[src/rtl/dec_sched.sv]
// ---------------------------------------------------------------------------
// dec_sched -- frame scheduler for the RS decoder.
//
// Received symbols are written into a two-bank (ping-pong) codeword buffer.
// Each bank then moves, strictly in frame order, through key-equation solving
// (KES/Chien) and correction/output before it is released for the next frame.
// The scheduler owns input back-pressure and the start handshakes of the
// downstream KES and correction stages.
//
// Bank life cycle: EMPTY -> FILL -> WAIT_KES -> KES -> WAIT_COR -> COR -> EMPTY
//
// Ports
//   clk, rst_n             clock, asynchronous active-low reset
//   in_valid/in_sop/in_data  input symbol stream (in_sop marks index 0)
//   in_ready               symbol can be accepted this cycle
//   buf_wr/buf_waddr/buf_wdata  registered buffer write port, addr = {bank, index}
//   kes_start/kes_bank/kes_done  KES job handshake (start pulse, bank held, done pulse)
//   cor_start/cor_bank/cor_done  correction job handshake
//   sop_err                pulse: in_sop at a bad position (or missing)
//   proto_err              sticky: done pulse with no job active
// ---------------------------------------------------------------------------
module dec_sched #(
  parameter int SYM_BW = 8,
  parameter int N_NUM  = 255
) (
  input  logic              clk,
  input  logic              rst_n,
  input  logic              in_valid,
  input  logic              in_sop,
  input  logic [SYM_BW-1:0] in_data,
  output logic              in_ready,
  output logic              buf_wr,
  output logic [8:0]        buf_waddr,
  output logic [SYM_BW-1:0] buf_wdata,
  output logic              kes_start,
  output logic              kes_bank,
  input  logic              kes_done,
  output logic              cor_start,
  output logic              cor_bank,
  input  logic              cor_done,
  output logic              sop_err,
  output logic              proto_err
);

  typedef enum logic [2:0] {
    B_EMPTY    = 3'd0,
    B_FILL     = 3'd1,
    B_WAIT_KES = 3'd2,
    B_KES      = 3'd3,
    B_WAIT_COR = 3'd4,
    B_COR      = 3'd5
  } bank_st_e;

  localparam logic [7:0] LAST_IDX = 8'(N_NUM - 1);

  // Per-bank state and stage pointers
  bank_st_e st_q [2];
  bank_st_e st_d [2];
  logic     wr_ptr_q,  wr_ptr_d;
  logic     kes_ptr_q, kes_ptr_d;
  logic     cor_ptr_q, cor_ptr_d;
  logic [7:0] wr_cnt_q, wr_cnt_d;
  logic     kes_act_q, kes_act_d;
  logic     cor_act_q, cor_act_d;
  logic     kes_bank_q, kes_bank_d;
  logic     cor_bank_q, cor_bank_d;
  logic     proto_err_q, proto_err_d;

  // Output register stage (one cycle behind the accept / issue decision)
  logic              buf_wr_p1,    buf_wr_d;
  logic [8:0]        buf_waddr_p1, buf_waddr_d;
  logic [SYM_BW-1:0] buf_wdata_p1, buf_wdata_d;
  logic              kes_start_p1, kes_start_d;
  logic              cor_start_p1, cor_start_d;
  logic              sop_err_p1,   sop_err_d;

  logic accept;

  // Ready is decoded from registered bank state only, so there is no
  // combinational path from in_valid back to in_ready.
  assign in_ready = (st_q[wr_ptr_q] == B_EMPTY) || (st_q[wr_ptr_q] == B_FILL);
  assign accept   = in_valid & in_ready;

  // Next-state logic. Every bank transition below is guarded by a distinct
  // current state (EMPTY/FILL, WAIT_KES, KES, WAIT_COR, COR), so at most one
  // of them can touch a given bank in any cycle and simultaneous events on
  // different banks/stages all take effect.
  always_comb begin
    st_d[0]     = st_q[0];
    st_d[1]     = st_q[1];
    wr_ptr_d    = wr_ptr_q;
    kes_ptr_d   = kes_ptr_q;
    cor_ptr_d   = cor_ptr_q;
    wr_cnt_d    = wr_cnt_q;
    kes_act_d   = kes_act_q;
    cor_act_d   = cor_act_q;
    kes_bank_d  = kes_bank_q;
    cor_bank_d  = cor_bank_q;
    proto_err_d = proto_err_q;
    buf_wr_d    = 1'b0;
    buf_waddr_d = buf_waddr_p1;
    buf_wdata_d = buf_wdata_p1;
    kes_start_d = 1'b0;
    cor_start_d = 1'b0;
    sop_err_d   = 1'b0;

    // Fill side
    if (accept) begin
      if (st_q[wr_ptr_q] == B_EMPTY) begin
        if (in_sop) begin
          st_d[wr_ptr_q] = B_FILL;
          buf_wr_d       = 1'b1;
          buf_waddr_d    = {wr_ptr_q, 8'd0};
          buf_wdata_d    = in_data;
          wr_cnt_d       = 8'd1;
        end else begin
          // Mid-frame symbol with no frame open: drop it.
          sop_err_d = 1'b1;
        end
      end else begin
        buf_wr_d    = 1'b1;
        buf_wdata_d = in_data;
        if (in_sop) begin
          // Early sop: abandon the partial frame and restart at index 0.
          sop_err_d   = 1'b1;
          buf_waddr_d = {wr_ptr_q, 8'd0};
          wr_cnt_d    = 8'd1;
        end else begin
          buf_waddr_d = {wr_ptr_q, wr_cnt_q};
          if (wr_cnt_q == LAST_IDX) begin
            st_d[wr_ptr_q] = B_WAIT_KES;
            wr_ptr_d       = ~wr_ptr_q;
            wr_cnt_d       = 8'd0;
          end else begin
            wr_cnt_d = wr_cnt_q + 8'd1;
          end
        end
      end
    end

    // KES stage: issue and completion are mutually exclusive via kes_act_q
    if (!kes_act_q && (st_q[kes_ptr_q] == B_WAIT_KES)) begin
      st_d[kes_ptr_q] = B_KES;
      kes_start_d     = 1'b1;
      kes_bank_d      = kes_ptr_q;
      kes_act_d       = 1'b1;
    end
    if (kes_done) begin
      if (kes_act_q) begin
        st_d[kes_bank_q] = B_WAIT_COR;
        kes_ptr_d        = ~kes_ptr_q;
        kes_act_d        = 1'b0;
      end else begin
        proto_err_d = 1'b1;
      end
    end

    // Correction stage
    if (!cor_act_q && (st_q[cor_ptr_q] == B_WAIT_COR)) begin
      st_d[cor_ptr_q] = B_COR;
      cor_start_d     = 1'b1;
      cor_bank_d      = cor_ptr_q;
      cor_act_d       = 1'b1;
    end
    if (cor_done) begin
      if (cor_act_q) begin
        st_d[cor_bank_q] = B_EMPTY;
        cor_ptr_d        = ~cor_ptr_q;
        cor_act_d        = 1'b0;
      end else begin
        proto_err_d = 1'b1;
      end
    end
  end

  always_ff @(posedge clk or negedge rst_n) begin
    if (!rst_n) begin
      st_q[0]      <= B_EMPTY;
      st_q[1]      <= B_EMPTY;
      wr_ptr_q     <= 1'b0;
      kes_ptr_q    <= 1'b0;
      cor_ptr_q    <= 1'b0;
      wr_cnt_q     <= 8'd0;
      kes_act_q    <= 1'b0;
      cor_act_q    <= 1'b0;
      kes_bank_q   <= 1'b0;
      cor_bank_q   <= 1'b0;
      proto_err_q  <= 1'b0;
      buf_wr_p1    <= 1'b0;
      buf_waddr_p1 <= 9'd0;
      buf_wdata_p1 <= '0;
      kes_start_p1 <= 1'b0;
      cor_start_p1 <= 1'b0;
      sop_err_p1   <= 1'b0;
    end else begin
      st_q[0]      <= st_d[0];
      st_q[1]      <= st_d[1];
      wr_ptr_q     <= wr_ptr_d;
      kes_ptr_q    <= kes_ptr_d;
      cor_ptr_q    <= cor_ptr_d;
      wr_cnt_q     <= wr_cnt_d;
      kes_act_q    <= kes_act_d;
      cor_act_q    <= cor_act_d;
      kes_bank_q   <= kes_bank_d;
      cor_bank_q   <= cor_bank_d;
      proto_err_q  <= proto_err_d;
      // ---- stage p1: registered write port and start/error pulses ----
      buf_wr_p1    <= buf_wr_d;
      buf_waddr_p1 <= buf_waddr_d;
      buf_wdata_p1 <= buf_wdata_d;
      kes_start_p1 <= kes_start_d;
      cor_start_p1 <= cor_start_d;
      sop_err_p1   <= sop_err_d;
    end
  end

  assign buf_wr    = buf_wr_p1;
  assign buf_waddr = buf_waddr_p1;
  assign buf_wdata = buf_wdata_p1;
  assign kes_start = kes_start_p1;
  assign kes_bank  = kes_bank_q;
  assign cor_start = cor_start_p1;
  assign cor_bank  = cor_bank_q;
  assign sop_err   = sop_err_p1;
  assign proto_err = proto_err_q;

endmodule

[config.mk]
export PLATFORM = sky130hd
export DESIGN_NAME = dec_sched
export DESIGN_NICKNAME = d
export VERILOG_FILES = /design/src/rtl/dec_sched.sv
export SDC_FILE = /design/constraint.sdc
export NUM_CORES = 1
export LEC_CHECK = 0
export ABC_AREA = 1
export CAP_MARGIN = 20
export CELL_PAD_IN_SITES_DETAIL_PLACEMENT = 1
export CELL_PAD_IN_SITES_GLOBAL_PLACEMENT = 1
export CORE_MARGIN = 8
export CORE_UTILIZATION = 38
export DETAILED_ROUTE_END_ITERATION = 10
export PLACE_DENSITY = 0.84
export SKIP_CTS_REPAIR_TIMING = 1
export SYNTH_ARGS = -nofsm -noshare
export SYNTH_HDL_FRONTEND = slang
export SYNTH_SLANG_ARGS = --single-unit
[constraint.sdc]
create_clock -name clk -period 2.1 [get_ports clk]
set_input_delay 0.525 -clock clk [delete_from_list [all_inputs] [get_ports clk]]
set_output_delay 0.525 -clock clk [all_outputs]
set_load 0.02 [all_outputs]
==> flow_metrics.py <==
metrics = {
    "outcome": {
        "outcome": "finished clean",
    },
    "global_route": {
        "grt_max_degree": 23,
        "track_usage_pct": 14.18,
        "met2_usage_pct": 26.33,
        "use_met1_pct": 15.53,
        "met3_usage_pct": 3.401,
        "busiest_layer": "met2",
        "grt_pass1_wl_mm": 8.790,
        "first_global_vias": 1917,
        "grt_overflow": 0,
        "antenna_found_initial": 0,
    },
    "cts": {
        "cts-root-buf": "clkbuf_8",
        "cts_sinks": 43,
        "path_clk_slew_ns": 0.08,
        "clockBufferDepth": 2,
        "cts_max_level": 2,
        "numCtsBuffers": 5,
        "cts_tree": "yes",
        "insertion_delay_ns": 0.30,
    },
    "sta": {
        "tightest_slew_ns": 0.5188,
        "fin_crit_ns": 1.927,
        "worst_slack_ns": 0.1730,
        "rsz0062_at_grt": "false",
        "hold_viol_final": 0,
        "setup_viol": 0,
        "tns_ns": 0,
        "fmax_mhz": 518.9,
        "maxSlewHeadroom_pct": 65.41,
        "fin_skew_ns": 0.006529,
        "period_share_pct": 91.76,
        "report.final.slew_viol_count": 0,
        "whs_ns": 0.1892,
    },
    "drt": {
        "routed_via_density": 4.943,
        "routed_wirelength_mm": 5.242,
        "ant_nets": 0,
        "via_count": 1735,
        "drt_pass1_iterations": 4,
        "drt-wirelength-per-cell_um": 14.93,
        "drt_iter0_drc": 53,
        "drc": 0,
    },
    "setup_path": {
        "cp_max_fo": 8,
        "cp_slowest_cell": "dfrtp_2",
        "path_class": "register to register",
        "crit_arrival_ns": 2.12,
        "crit_path_start": "wr_ptr_q",
        "critPathRequiredTime_ns": 2.29,
        "path_cells": "nor2_4 > nand2_2 > nand2_4 > nand2_4 > inv_2 > ha_1 > inv_1 > nand2_4 > clkinv_2 > nand2_1 > nor2_1 > nor2_1 > a21oi_2",
        "rrSetupSlack_ns": 0.17,
        "r2r-start": "wr_ptr_q",
        "crit_end": "wr_cnt_q[4]",
        "endpoint_kind": "register",
        "slowest_delay_ns": 0.47,
        "cpMostUsedCell": "nand2_4",
        "r2r-end": "wr_cnt_q[4]",
        "reg2regPathDepth": 13,
        "critPathLaunchType": "register",
    },
    "synthesis": {
        "syn_area_sq_mm": 0.002032,
        "syn-num-nets": 249,
        "ys_types": 30,
        "synth.top_cell.area_share_pct": 52.96,
        "synth-simple-area-share_pct": 25.18,
        "synth_cells": 231,
        "synth_compound_area_share_pct": 9.791,
        "muxShareOfSynthArea_pct": 0,
        "synth.avg_cell_area_sq_um": 8.796,
        "synth.yosys.seq_area_share_pct": 52.96,
        "yosysWarningCount": 0,
        "ys_ff_latch": 43,
        "synth_area_leaders": "dfrtp_1 53%, nand2_1 12%, inv_1 4.8%",
        "synthAdderAreaFrac_pct": 2.463,
        "synth_top_family_by_area": "simple AND/OR/NAND/NOR gates",
        "yosysTopAreaCell": "dfrtp_1",
        "synthXorXnorAreaFrac_pct": 2.155,
    },
    "run": {
        "cap_violations": 0,
    },
    "final_layout": {
        "design_area_sq_mm": 0.002654,
        "fin_nets": 298,
        "synthToLayoutAreaGrowth_pct": 30.60,
        "num_antenna_cells": 0,
        "drive_above_1_share_pct": 12.81,
        "nFillCells": 637,
    },
    "placement": {
        "place_ws_ns": 0.07935,
        "place_congestion": 0.8016,
        "dpl.hpwl_mm": 4.009,
        "port_buffers": 38,
        "placed_cell_area_sq_mm": 0.002526,
    },
    "pwr": {
        "irDropWorstVdd_mv": 0.5221,
        "leakage_nw": 1.262,
        "powerDensity_mw_per_mm2": 1184,
    },
    "die": {
        "die_h_um": 89.13,
        "dieArea_sq_mm": 0.007943,
        "io_pins": 39,
        "die_w_um": 89.13,
        "rows": 26,
        "coreArea_sq_mm": 0.005140,
        "initial_core_util_pct": 39.53,
    },
    "hold_path": {
        "hold_class": "input port to async pin",
    },
}
[worst max-delay path, delay by kind of cell (launching register included)]
kind	cells	cell delay, ns
adders and majority gates	1	0.15
and+or+nand+nor	8	0.85
buffers and inverters	3	0.32
AOI/OAI and AO/OA	1	0.04
DFF	1	0.47
[final cells by class]
cell class,count,area [sq um],share of cell area (%)
clock buffer,5,68.82,2.593
timing repair buffer,46,450.4,16.97
multi-input combinational,155,815.8,30.74
tap,70,87.58,3.300
clock inverter,3,43.79,1.650
sequential,43,1077,40.59
inverter,29,110.1,4.149
[how the worst min path moves through the flow]
| stage | start | end | slack, ns |
|---|---|---|---|
| 6_report | rst_n | sop_err | 0.19 |
| 5_1_grt | rst_n | wr_ptr_q | 0.21 |
| 4_1_cts | rst_n | wr_ptr_q | 0.20 |
| 3_5_place_dp | proto_err | proto_err | 0.47 |
| 3_3_place_gp | buf_wdata[3] | buf_wdata[3] | 0.46 |
| 2_1_floorplan | rst_n | buf_waddr[0] | 0.23 |
[sequential cells by signal (all words and copies together), names as in the netlist]
name / flops
kes_start: 1
kes_bank: 1
buf_wdata: 8
st_q: 6
cor_bank: 1
wr_cnt_q: 8
cor_ptr_q: 1
kes_ptr_q: 1
wr_ptr_q: 1
cor_act_q: 1
buf_wr: 1
buf_waddr: 9
sop_err: 1
proto_err: 1
kes_act_q: 1
cor_start: 1
[cell families (layout without fill, tap and decap cells)]
family                     after synthesis  after routing
AOI/OAI and AO/OA                       33             33
xor gates and xnor gates                 5              5
adders and majority gates                4              4
buffers and inverters                   33             83
DFF                                     43             43
and+or+nand+nor                        113            113
[metal layers]
metal	routed length, um	vias to the layer above	share of wire (%)
met5	0	-	0
met4	69	0	1.3
met3	218	8	4.2
met2	2795	32	53
met1	2158	859	41
li1	-	836	-
[cell usage in the layout, fill, tap and decap left out, types with 2 or more instances in the layout]
cell type         n
nand2_1          66
dfrtp_1          42
clkdlybuf4s50_1  36
inv_1            26
nand3_1          15
nor2_1           14
o21ai_0          13
a21oi_1           8
buf_4             7
clkbuf_8          5
nor3_1            4
ha_1              4
nand2_4           3
nand4_1           3
xor2_1            3
o21ai_1           3
nand2_2           2
o21ai_2           2
inv_2             2
a31oi_1           2
clkinv_2          2
xnor2_1           2
nor2_2            2
[metrics by stage]
| step | std cells | total power [mW] | utilization [%] |
|---|---|---|---|
| finish | 351 | 3.141 | 51.63 |
| global route | 351 | 3.359 | 51.63 |
| CTS | 351 | 3.173 | 51.34 |
| detailed placement | 343 | 2.500 | 49.15 |
| global placement | 343 | 2.460 | 49.15 |
| floorplan | 231 | 1.974 | - |
[synthesized netlist by cell type]
cell type	instances
a21oi_4	1
xnor2_1	2
nor2_4	1
nor2_1	14
buf_6	3
nand3_2	1
nand2_4	3
a21oi_1	8
clkinv_2	1
a31oi_1	2
nor2_2	2
xor2_1	3
buf_4	1
nand2_2	2
o21ai_0	13
nor3_1	4
dfrtp_1	43
nor3_2	1
o21ai_1	4
nand3_1	15
a221o_1	1
inv_1	26
nand2_1	66
nand4_1	3
o21ai_2	2
o41ai_1	1
ha_1	4
nand3b_1	1
inv_2	2
a21oi_2	1
[where the power goes]
| group | total (mW) | internal [mW] | switching [mW] |
|---|---|---|---|
| logic | 1.28 | 0.518 | 0.759 |
| registers | 1.21 | 1.06 | 0.154 |
| clock network | 0.655 | 0.354 | 0.300 |
No activity file was read; power rests on OpenSTA's default activity.
